### src/rtl/mem_arbiter.sv
`default_nettype none
// ============================================================================
// Module      : mem_arbiter
// Description : Shares one single-ported, fixed-latency memory between the
//               fetch (IF) and data (DM) requesters. Accesses are serialised
//               and ownership alternates on contention. Responses go back to
//               the owner, and per-requester stall signals are produced.
// Revision    : 1.0 - initial release
// ============================================================================
module mem_arbiter #(
  parameter int ADDR_WIDTH  = 32,
  parameter int DATA_WIDTH  = 32,
  parameter int MEM_LATENCY = 2
) (
  input  logic                  clk_i,
  input  logic                  rst_i,
  // fetch requester
  input  logic                  if_req_i,
  input  logic [ADDR_WIDTH-1:0] if_addr_i,
  output logic [DATA_WIDTH-1:0] if_rdata_o,
  output logic                  if_rvalid_o,
  // data requester
  input  logic                  dm_req_i,
  input  logic                  dm_we_i,
  input  logic [ADDR_WIDTH-1:0] dm_addr_i,
  input  logic [DATA_WIDTH-1:0] dm_wdata_i,
  output logic [DATA_WIDTH-1:0] dm_rdata_o,
  output logic                  dm_rvalid_o,
  // memory side
  output logic                  mem_req_o,
  output logic                  mem_we_o,
  output logic [ADDR_WIDTH-1:0] mem_addr_o,
  output logic [DATA_WIDTH-1:0] mem_wdata_o,
  input  logic [DATA_WIDTH-1:0] mem_rdata_i,
  // pipeline stalls
  output logic                  stall_f_o,
  output logic                  stall_m_o
);

  typedef enum logic [1:0] {
    ST_IDLE  = 2'd0,
    ST_ISSUE = 2'd1,
    ST_WAIT  = 2'd2,
    ST_RESP  = 2'd3
  } state_t;

  localparam logic       OWN_IF = 1'b0;
  localparam logic       OWN_DM = 1'b1;
  localparam logic [2:0] LAT    = 3'(MEM_LATENCY);

  state_t                state_q, state_d;
  logic                  last_grant_q, last_grant_d;
  logic                  owner_q, owner_d;
  logic                  we_q, we_d;
  logic [ADDR_WIDTH-1:0] addr_q, addr_d;
  logic [DATA_WIDTH-1:0] wdata_q, wdata_d;
  logic [2:0]            cnt_q, cnt_d;
  logic [DATA_WIDTH-1:0] if_rdata_q, if_rdata_d;
  logic [DATA_WIDTH-1:0] dm_rdata_q, dm_rdata_d;

  logic                  grant_dm;
  logic [DATA_WIDTH-1:0] resp_data;

  // Winner selection: a lone request wins; on contention the side that did not win last time wins.
  always_comb begin
    grant_dm = 1'b0;
    if (if_req_i && dm_req_i) begin
      grant_dm = (last_grant_q == OWN_IF);
    end else begin
      grant_dm = dm_req_i;
    end
  end

  // Stores complete with a zero response word.
  always_comb begin
    resp_data = we_q ? '0 : mem_rdata_i;
  end

  // Next-state and datapath latch logic of the access sequencer.
  always_comb begin
    state_d      = state_q;
    last_grant_d = last_grant_q;
    owner_d      = owner_q;
    we_d         = we_q;
    addr_d       = addr_q;
    wdata_d      = wdata_q;
    cnt_d        = cnt_q;
    if_rdata_d   = if_rdata_q;
    dm_rdata_d   = dm_rdata_q;
    case (state_q)
      ST_IDLE: begin
        if (if_req_i || dm_req_i) begin
          owner_d      = grant_dm ? OWN_DM : OWN_IF;
          last_grant_d = grant_dm ? OWN_DM : OWN_IF;
          we_d         = grant_dm & dm_we_i;
          addr_d       = grant_dm ? dm_addr_i : if_addr_i;
          wdata_d      = grant_dm ? dm_wdata_i : '0;
          state_d      = ST_ISSUE;
        end
      end
      ST_ISSUE: begin
        cnt_d   = 3'd1;
        state_d = ST_WAIT;
      end
      ST_WAIT: begin
        if (cnt_q == LAT) begin
          if (owner_q == OWN_DM) begin
            dm_rdata_d = resp_data;
          end else begin
            if_rdata_d = resp_data;
          end
          state_d = ST_RESP;
        end else begin
          cnt_d = cnt_q + 3'd1;
        end
      end
      ST_RESP: begin
        state_d = ST_IDLE;
      end
      default: begin
        state_d = ST_IDLE;
      end
    endcase
  end

  // State and datapath registers; reset abandons any in-flight access.
  always_ff @(posedge clk_i or negedge rst_i) begin
    if (!rst_i) begin
      state_q      <= ST_IDLE;
      last_grant_q <= OWN_IF;
      owner_q      <= OWN_IF;
      we_q         <= 1'b0;
      addr_q       <= '0;
      wdata_q      <= '0;
      cnt_q        <= 3'd0;
      if_rdata_q   <= '0;
      dm_rdata_q   <= '0;
    end else begin
      state_q      <= state_d;
      last_grant_q <= last_grant_d;
      owner_q      <= owner_d;
      we_q         <= we_d;
      addr_q       <= addr_d;
      wdata_q      <= wdata_d;
      cnt_q        <= cnt_d;
      if_rdata_q   <= if_rdata_d;
      dm_rdata_q   <= dm_rdata_d;
    end
  end

  // Output decode; stalls are gated by reset so every output is quiet while it is held.
  always_comb begin
    mem_req_o   = (state_q == ST_ISSUE);
    mem_we_o    = (state_q == ST_ISSUE) & we_q;
    mem_addr_o  = addr_q;
    mem_wdata_o = wdata_q;
    if_rvalid_o = (state_q == ST_RESP) & (owner_q == OWN_IF);
    dm_rvalid_o = (state_q == ST_RESP) & (owner_q == OWN_DM);
    if_rdata_o  = if_rdata_q;
    dm_rdata_o  = dm_rdata_q;
    stall_f_o   = rst_i & if_req_i & ~if_rvalid_o;
    stall_m_o   = rst_i & dm_req_i & ~dm_rvalid_o;
  end

endmodule
`default_nettype wire

### config.mk
export PLATFORM = sky130hd
export DESIGN_NAME = mem_arbiter
export DESIGN_NICKNAME = d
export VERILOG_FILES = /design/src/rtl/mem_arbiter.sv
export SDC_FILE = /design/constraint.sdc
export NUM_CORES = 1
export LEC_CHECK = 0
export CAP_MARGIN = 25
export CORE_AREA = 8 8 124 171
export DETAILED_ROUTE_END_ITERATION = 10
export DIE_AREA = 0 0 132 179
export PLACE_DENSITY = 0.66
export SYNTH_ARGS = -nofsm -noshare
export SYNTH_HDL_FRONTEND = slang
export SYNTH_SLANG_ARGS = --single-unit
### constraint.sdc
create_clock -name clk_i -period 2.06 [get_ports clk_i]
set_input_delay 0.309 -clock clk_i [delete_from_list [all_inputs] [get_ports clk_i]]
set_output_delay 0.309 -clock clk_i [all_outputs]
set_load 0.05 [all_outputs]
-- Yosys cells after proc, flatten, opt, wreduce, memory -nomap -nowiden
Cells that the tools add are included.
Widths: inputs -> output; s select.
- flip-flop bits (word level): 135
- bits of input ports: 133
- output and inout bits: 134
- word-level logic and storage cells: 46
- add/sub/neg operators: 1
- equality and inequality tests: 7
- muxes and demuxes: 10
- bitwise logic cells: 11
- reduce and logical (&&, ||, !) cells: 9
- operators with widths (operator ; number):
    $mux 32 ; 3
    $and 1x1->1 ; 8
    $pmux 2 s4 ; 1
    $ne 2x2->1 const B ; 3
    $pmux 3 s2 ; 1
    $reduce_and 2->1 ; 3
    $reduce_and 3->1 ; 2
    $eq 2x2->1 const B ; 2
    $mux 2 ; 2
    $add 3x1->3 const B ; 1
    $eq 3x2->1 const B ; 1
    $mux 3 ; 1
    $not 1->1 ; 3
    $eq 2x1->1 const B ; 1
    $logic_not 2->1 ; 1
    $mux 1 ; 2
    $reduce_bool 2->1 ; 1
    $logic_and 1x1->1 ; 1
    $logic_or 1x1->1 ; 1

-- Longest topological paths before layout
Gate-level depths: netlist of run 1.
- depth in word-level cells: 4
- depth in mapped cells: 8
- depth with buffers taken out: 5

-- Worst setup path before layout of run 1
OpenSTA, ideal clock, no wires.
- path type: flip-flop to output port
- from: register state_q[0]
- to: output port stall_f_o
- arrival: 1734 ps
- required time: 1751 ps
- slack: 17 ps
- stages on the path, launching flop included: 4
- path buffers: 0
- path through: dfrtp_1 ha_1 nor2b_1 nor2_1
- longest elaborated chain between the ends: 4
- ends and longest elaborated chain (what ; RTL line ; source):
    from (decl) ; 51 ; state_t state_q, state_d;
    from (signal assigned) ; 139 ; state_q <= state_d;
    $eq 2x2->1 ; 157 ; if_rvalid_o = (state_q == ST_RESP) & (owner_q == OWN_IF);
    $and 1x1->1 ; 157 ;
    via if_rvalid_o ; 21 ; output logic if_rvalid_o,
    $not 1->1 ; 161 ; stall_f_o = rst_i & if_req_i & ~if_rvalid_o;
    $and 1x1->1 ; 161 ;
    to (decl) ; 36 ; output logic stall_f_o,
The timed path passes the listed nets, and every way through them passes these cells.

-- Worst setup path after layout of run 1
- from: register state_q[0]
- to: output port stall_m_o
- longest elaborated chain between the ends: 4
- ends and longest elaborated chain (what ; RTL line ; source):
    $eq 2x2->1 ; 158 ; dm_rvalid_o = (state_q == ST_RESP) & (owner_q == OWN_DM);
    $and 1x1->1 ; 158 ;
    $not 1->1 ; 162 ; stall_m_o = rst_i & dm_req_i & ~dm_rvalid_o;
    $and 1x1->1 ; 162 ;
    to (decl) ; 37 ; output logic stall_m_o
Every way passes these cells.

==> impl_summary.txt, run 1 <==
----------------------------------------------------
[Yosys]
  Distinct cell type count of the synthesized netlist ... 28
  Register area share after synthesis ... 0.618
  Mapped cell area ... 5470 um^2
  Share of the synthesized area in the top cell type ... 0.618
  Largest area contributor in the synthesized netlist ... dfrtp_1
  Cells after synthesis ... 535
  Total nets after synthesis ... 675
  Largest cells by area after synthesis ... dfrtp_1 (62%), nand2_1 (6.7%), a21oi_1 (6.1%), o21ai_0 (5.9%), a22o_1 (5.6%)
  Number of synthesized register bits ... 135
  Mean Syn Cell Area ... 10.2 um^2
  Synth warnings ... 0

[STA]
  Number of failing setup endpoints in the final timing report ... 0
  Fmax achieved ... 520 MHz
  Largest clock skew in the final design ... 8.15 ps
  Setup repair after global routing missed its margin ... false
  Max-slew violation count ... 0
  Number of failing hold endpoints at the final stage ... 0
  Minimum clock period ... 1920 ps
  Total negative setup slack ... 0 ps
  Share of the cycle needed by the critical path after routing ... 0.933
  Worst slew margin ... 0.526
  Transition time at the pin with the least slew margin ... 711 ps
  Final worst slack ... 137 ps

[Placed design]
  Number of placed cells counting well taps ... 1019
  Buffers added on ports ... 266
  Total half-perimeter wirelength after legalization and detailed placement ... 13200 um
  Routability Congestion ... 0.771
  Setup Slack @ Placement ... 220 ps

[Finish]
  Antenna diode count ... 0
  Most common cell after layout, fill and taps aside ... clkdlybuf4s50_1
  Commonest cells after routing, fill and taps aside ... clkdlybuf4s50_1 (258), dfrtp_1 (135), nand2_1 (98), a21oi_1 (67), o21ai_0 (65)
  Fraction of layout instances using a drive strength above 1 ... 0.0681
  Final instance count without filler cells ... 1052
  Net count reported at finish ... 935
  Filler instances ... 1755
  Area growth, synth to finish ... 65.8%
  Share of the core filled with cells in the final layout ... 0.489

[Drt]
  Remaining antenna violation count ... 0
  Detailed-route wire length ... 18100 um
  Starting DRT DRC Count ... 250
  Post-route DRC violation count ... 0
  Routed vias ... 4792
  Post-detailed-route wirelength per cell ... 17.2 um
  Average vias per placed instance ... 4.56
  TritonRoute pass-1 iters ... 4

[Clock tree]
  Inserted Clock Buffers ... 17
  CTS tree ... done
  Clock transition at the registers of the reported paths ... 60 ps
  Maximum buffer depth of the clock tree ... 2
  Clock network latency to the later pin of the worst-skew pair ... 410 ps
  Depth of the CTS H-tree ... 4
  Sinks on the clock net ... 135
  Buffer cell driving the clock tree root ... clkbuf_16
  Post-CTS setup-driven buffer insertion count ... 0

[Setup path]
  Crit. End Element ... output port
  Type of the worst setup path ... reg -> out
  Worst EP required ... 1750 ps
  Worst path buffer plus inverter count ... 1
  Slowest cell delay on critical path ... 410 ps
  Family of cells with the greatest summed delay on the critical path ... flip-flops
  Series of cell instances along the critical path ... ha_1 > and2_1 > nor2_1 > buf_12
  Worst Path Max Fanout ... 4
  Kind of start point of the critical path ... flop
  Cell with the largest stage delay on the worst path ... dfrtp_1
  Data arrival time of the worst path ... 1610 ps

[Floorplan]
  Initial Util ... 0.295
  Full die area ... 23600 um^2
  Die width ... 132 um
  Core region area ... 18500 um^2
  Top-Level Pins ... 267
  Vertical die dimension ... 179 um
  Std-Cell Rows ... 59

[Global route]
  Total GRT Usage ... 0.154
  Via count of the first global-routing pass ... 4974
  First-pass GRT wire length ... 28600 um
  Total grt overflow ... 0
  Largest net degree at the start of global routing ... 133
  Number of antenna violations at the first check in global routing ... 0

[Job]
  Number of max-cap violations ... 0

[Run status]
  Outcome ... complete, no violations

[Worst hold path]
  Path class of the lowest-slack min-delay path ... in -> async

[Pwr]
  Static power due to leakage ... 3.98 nW
  Worst vdd ir ... 0.741 mV
  PwrDens ... 2010 nW/um^2

----------------------------------------------------
[through the flow]
step	hold WS, ps	instance area [um^2]	power, mW
after global routing	233	9070	19.2
after floorplan	13.4	5470	11.3
after global placement	115	8440	15.1
after detailed placement	115	8440	15.2
final	256	9070	18.2
after CTS	235	9070	18.5
[flip-flops by register name, indices dropped and copies added, names as in the netlist]
signal / count
mem_wdata_o: 32
dm_rdata_o: 32
we_q: 1
mem_addr_o: 32
state_q: 2
cnt_q: 3
owner_q: 1
if_rdata_o: 32
[worst register-to-register path: stages (launching register included)]
cell and delay (ps):
dfrtp_1 400, inv_1 100, ha_1 260, nand4bb_2 100, buf_4 470, o21ai_0 230
[layout make-up]
class                      instances  area [um^2]  share of cell area
clock inverter                    12          176              0.0195
timing repair buffer             279         2830               0.313
sequential                       135         3380               0.373
multi-input combinational        358         1920               0.212
inverter                           4         15.0             0.00166
clock buffer                      20          437              0.0482
tap                              244          305              0.0337
[repair_timing]
item | CTS | global route
gates resized for setup | 0 | 0
hold buffers | 1 | 0
endpoints found under the hold margin | 3 | 0
[synth_stat cells]
master / instances
dfrtp_1: 135
nand2_1: 98
a21oi_1: 67
o21ai_0: 65
a22o_1: 35
nor2_1: 35
nand2b_1: 33
clkbuf_1: 20
buf_2: 12
ha_1: 7
inv_1: 4
and2_1: 3
buf_4: 3
a21o_1: 2
buf_1: 2
nor3b_1: 2
a21bo_2: 1
a21boi_2: 1
a31oi_1: 1
clkbuf_2: 1
mux2_2: 1
nand4b_1: 1
nand4bb_1: 1
nor2b_1: 1
o21a_1: 1
o21ai_1: 1
o32a_1: 1
or3b_2: 1
[worst paths after layout]
check	start	depth (start not counted)	to	slack (ps)
setup / recovery	state_q[0]	4	stall_m_o	140
min in group clk_i	if_addr_i[27]	3	mem_addr_o[27]	440
hold reg to reg	dm_rdata_o[31]	2	dm_rdata_o[31]	480
max in group asynchronous	rst_i	3	if_rdata_o[7]	880
hold / removal	rst_i	2	if_rdata_o[30]	260
setup reg to reg	state_q[0]	5	if_rdata_o[13]	350
[cell families after synthesis]
logic type,after synthesis,synth area share
DFF,135,0.618
adders and majority gates,7,0.0160
and+or+nand+nor,175,0.142
AOI/OAI and AO/OA,175,0.189
muxes,1,0.00206
buffers and inverters,42,0.0339
[power breakdown]
| part | leakage [nW] | internal (mW) | switching (mW) |
|---|---|---|---|
| Sequential | 1.60 | 3.99 | 0.728 |
| Combinational | 2.09 | 3.50 | 6.82 |
| Clock | 0.294 | 2.03 | 1.16 |
[per-layer routing]
metal | part of all wire | vias up | track usage | routed length, um
met5 | 0 | - | 0 | 0
met4 | 0.016 | 0 | 0.0557 | 289
met3 | 0.067 | 20 | 0.0552 | 1220
met2 | 0.53 | 175 | 0.273 | 9590
met1 | 0.39 | 2258 | 0.168 | 7040
li1 | - | 2339 | - | -
Power figures use the tool's default switching activity.
==> run 2, diff against run 1 <==
--- a/config.mk
+++ b/config.mk
@@ -9,6 +9,7 @@
 export CORE_AREA = 8 8 124 171
 export DETAILED_ROUTE_END_ITERATION = 10
 export DIE_AREA = 0 0 132 179
+export GPL_TIMING_DRIVEN = 1
 export PLACE_DENSITY = 0.66
 export SYNTH_ARGS = -nofsm -noshare
 export SYNTH_HDL_FRONTEND = slang
==> constraint.sdc (replaced) <==
create_clock -name clk_i -period 2.06 [get_ports clk_i]
set_input_delay 0.309 -clock clk_i [delete_from_list [all_inputs] [get_ports clk_i]]
set_output_delay 0.309 -clock clk_i [all_outputs]
set_load 0.02 [all_outputs]
==> run 2 against run 1 <==
Against the previous run: power down 16%; via count about the same; register-to-register slack worse by 100 ps; clock-buffer cell count down 1; cell count about the same; global-route usage about the same; die area is the same; clock power rose by 2%; critical endpoint is now stall_f_o; sequential power is essentially flat.
==> impl_summary.txt, run 2 (same netlist as run 1, synthesis figures left out) <==
----------------------------------------------------
[Run status]
  Outcome ... complete, no violations

[Worst hold path]
  Path class of the lowest-slack min-delay path ... in -> async

[Drt]
  Starting DRT DRC Count ... 235
  TritonRoute pass-1 iters ... 4
  Post-detailed-route wirelength per cell ... 17.1 um
  Met3 WL ... 1200 um
  Average vias per placed instance ... 4.55
  Routed vias ... 4790
  Remaining antenna violation count ... 0
  Routed wire length on met2 ... 9390 um
  Detailed-route wire length ... 18000 um
  Metal-1 WL ... 6990 um
  Post-route DRC violation count ... 0
  Top sig layer ... met4

[Setup path]
  Reg-to-reg startpoint ... state_q[0]
  Worst reg2reg path endpoint ... if_rdata_o[8]
  Worst path buffer plus inverter count ... 1
  Type of the worst setup path ... reg -> out
  Data arrival time of the worst path ... 1680 ps
  CP Depth ... 4
  Worst Path Max Fanout ... 4
  Crit. End Element ... output port
  Depth of the most critical reg-to-reg path ... 5
  Cell with the largest stage delay on the worst path ... dfrtp_1
  Kind of start point of the critical path ... flop
  Worst EP required ... 1750 ps
  Worst reg-to-reg setup slack ... 250 ps
  Series of cell instances along the critical path ... ha_1 > nor2b_1 > nor2_1 > dlygate4sd2_1
  Family of cells with the greatest summed delay on the critical path ... flip-flops
  Slowest cell delay on critical path ... 420 ps

[Global route]
  Total grt overflow ... 0
  Total GRT Usage ... 0.155
  Via count of the first global-routing pass ... 5032
  First-pass GRT wire length ... 28800 um
  Number of antenna violations at the first check in global routing ... 0
  Largest net degree at the start of global routing ... 110

[STA]
  Max-slew violation count ... 0
  Number of failing hold endpoints at the final stage ... 0
  Setup repair after global routing missed its margin ... false
  Number of failing setup endpoints in the final timing report ... 0
  Transition time at the pin with the least slew margin ... 680 ps
  Share of the cycle needed by the critical path after routing ... 0.966
  Fmax achieved ... 503 MHz
  Worst slew margin ... 0.547
  Minimum clock period ... 1990 ps
  Total negative setup slack ... 0 ps
  Largest clock skew in the final design ... 9.29 ps

[Clock tree]
  Buffer cell driving the clock tree root ... clkbuf_16
  Maximum buffer depth of the clock tree ... 2
  Post-CTS setup-driven buffer insertion count ... 0
  Clock network latency to the later pin of the worst-skew pair ... 410 ps
  Depth of the CTS H-tree ... 4
  CTS tree ... done
  Inserted Clock Buffers ... 17
  Clock transition at the registers of the reported paths ... 60 ps
  Sinks on the clock net ... 135

[Floorplan]
  Core region area ... 18500 um^2
  Full die area ... 23600 um^2
  Vertical die dimension ... 179 um
  Initial Util ... 0.295
  Std-Cell Rows ... 59
  Top-Level Pins ... 267
  Die width ... 132 um

[Finish]
  Share of the core filled with cells in the final layout ... 0.489
  Commonest cells after routing, fill and taps aside ... clkdlybuf4s50_1 (259), dfrtp_1 (135), nand2_1 (98), a21oi_1 (67), o21ai_0 (65)
  Area growth, synth to finish ... 65.6%
  Net count reported at finish ... 936
  Most common cell after layout, fill and taps aside ... clkdlybuf4s50_1
  Fraction of layout instances using a drive strength above 1 ... 0.0630
  Antenna diode count ... 0

[Pwr]
  Static power due to leakage ... 3.98 nW
  Worst vdd ir ... 0.735 mV
  PwrDens ... 1690 nW/um^2

[Placed design]
  Total half-perimeter wirelength after legalization and detailed placement ... 13100 um
  Routability Congestion ... 0.755
  Buffers added on ports ... 266

[Job]
  Number of max-cap violations ... 0

----------------------------------------------------
## run 2: through the flow
step | instances | power (mW) | hold WS (ps) | cell area (um^2) | setup slack (ps)
after global routing | 1053 | 16.3 | 266 | 9060 | 2.55
after CTS | 1053 | 15.6 | 266 | 9060 | 0.504
final | 1053 | 15.3 | 285 | 9060 | 70.1
after global placement | 1020 | 12.1 | 138 | 8430 | 132
after detailed placement | 1020 | 12.2 | 138 | 8430 | 80.5
after floorplan | 535 | 8.42 | 13.4 | 5470 | 497
## run 2: per-layer routing
| layer | GRT usage | up-vias |
|---|---|---|
| met4 | 0.0648 | 0 |
| met2 | 0.262 | 175 |
| met1 | 0.175 | 2254 |
| li1 | - | 2337 |
| met5 | 0 | - |
| met3 | 0.0538 | 24 |
## run 2: how the worst max path moves through the flow
stage	startpoint	endpoint	slack, ps
2_1_floorplan	state_q[0]	dm_rdata_o[10]	500
3_3_place_gp	dm_req_i	mem_addr_o[20]	130
3_5_place_dp	dm_req_i	mem_addr_o[30]	80
4_1_cts	state_q[0]	stall_m_o	0.5
5_1_grt	state_q[1]	mem_we_o	3
6_report	state_q[0]	stall_f_o	70
## run 2: layout make-up
type | count | area, um^2
fill | 1733 | 9470
sequential | 135 | 3380
timing repair buffer | 280 | 2810
multi-input combinational | 358 | 1920
clock buffer | 19 | 433
tap | 244 | 305
clock inverter | 13 | 194
inverter | 4 | 15.0
## run 2: repair_timing
action                                 4_1_cts  5_1_grt
hold buffers                                 1        0
gates resized for setup                      6        2
setup endpoints to repair                    6        1
endpoints found under the hold margin       26        0
## run 2: power by group
part,switching (mW),total (mW),internal (mW)
combinational,3.88,7.38,3.50
clock,1.20,3.25,2.04
sequential,0.696,4.68,3.99
total,5.78,15.3,9.53
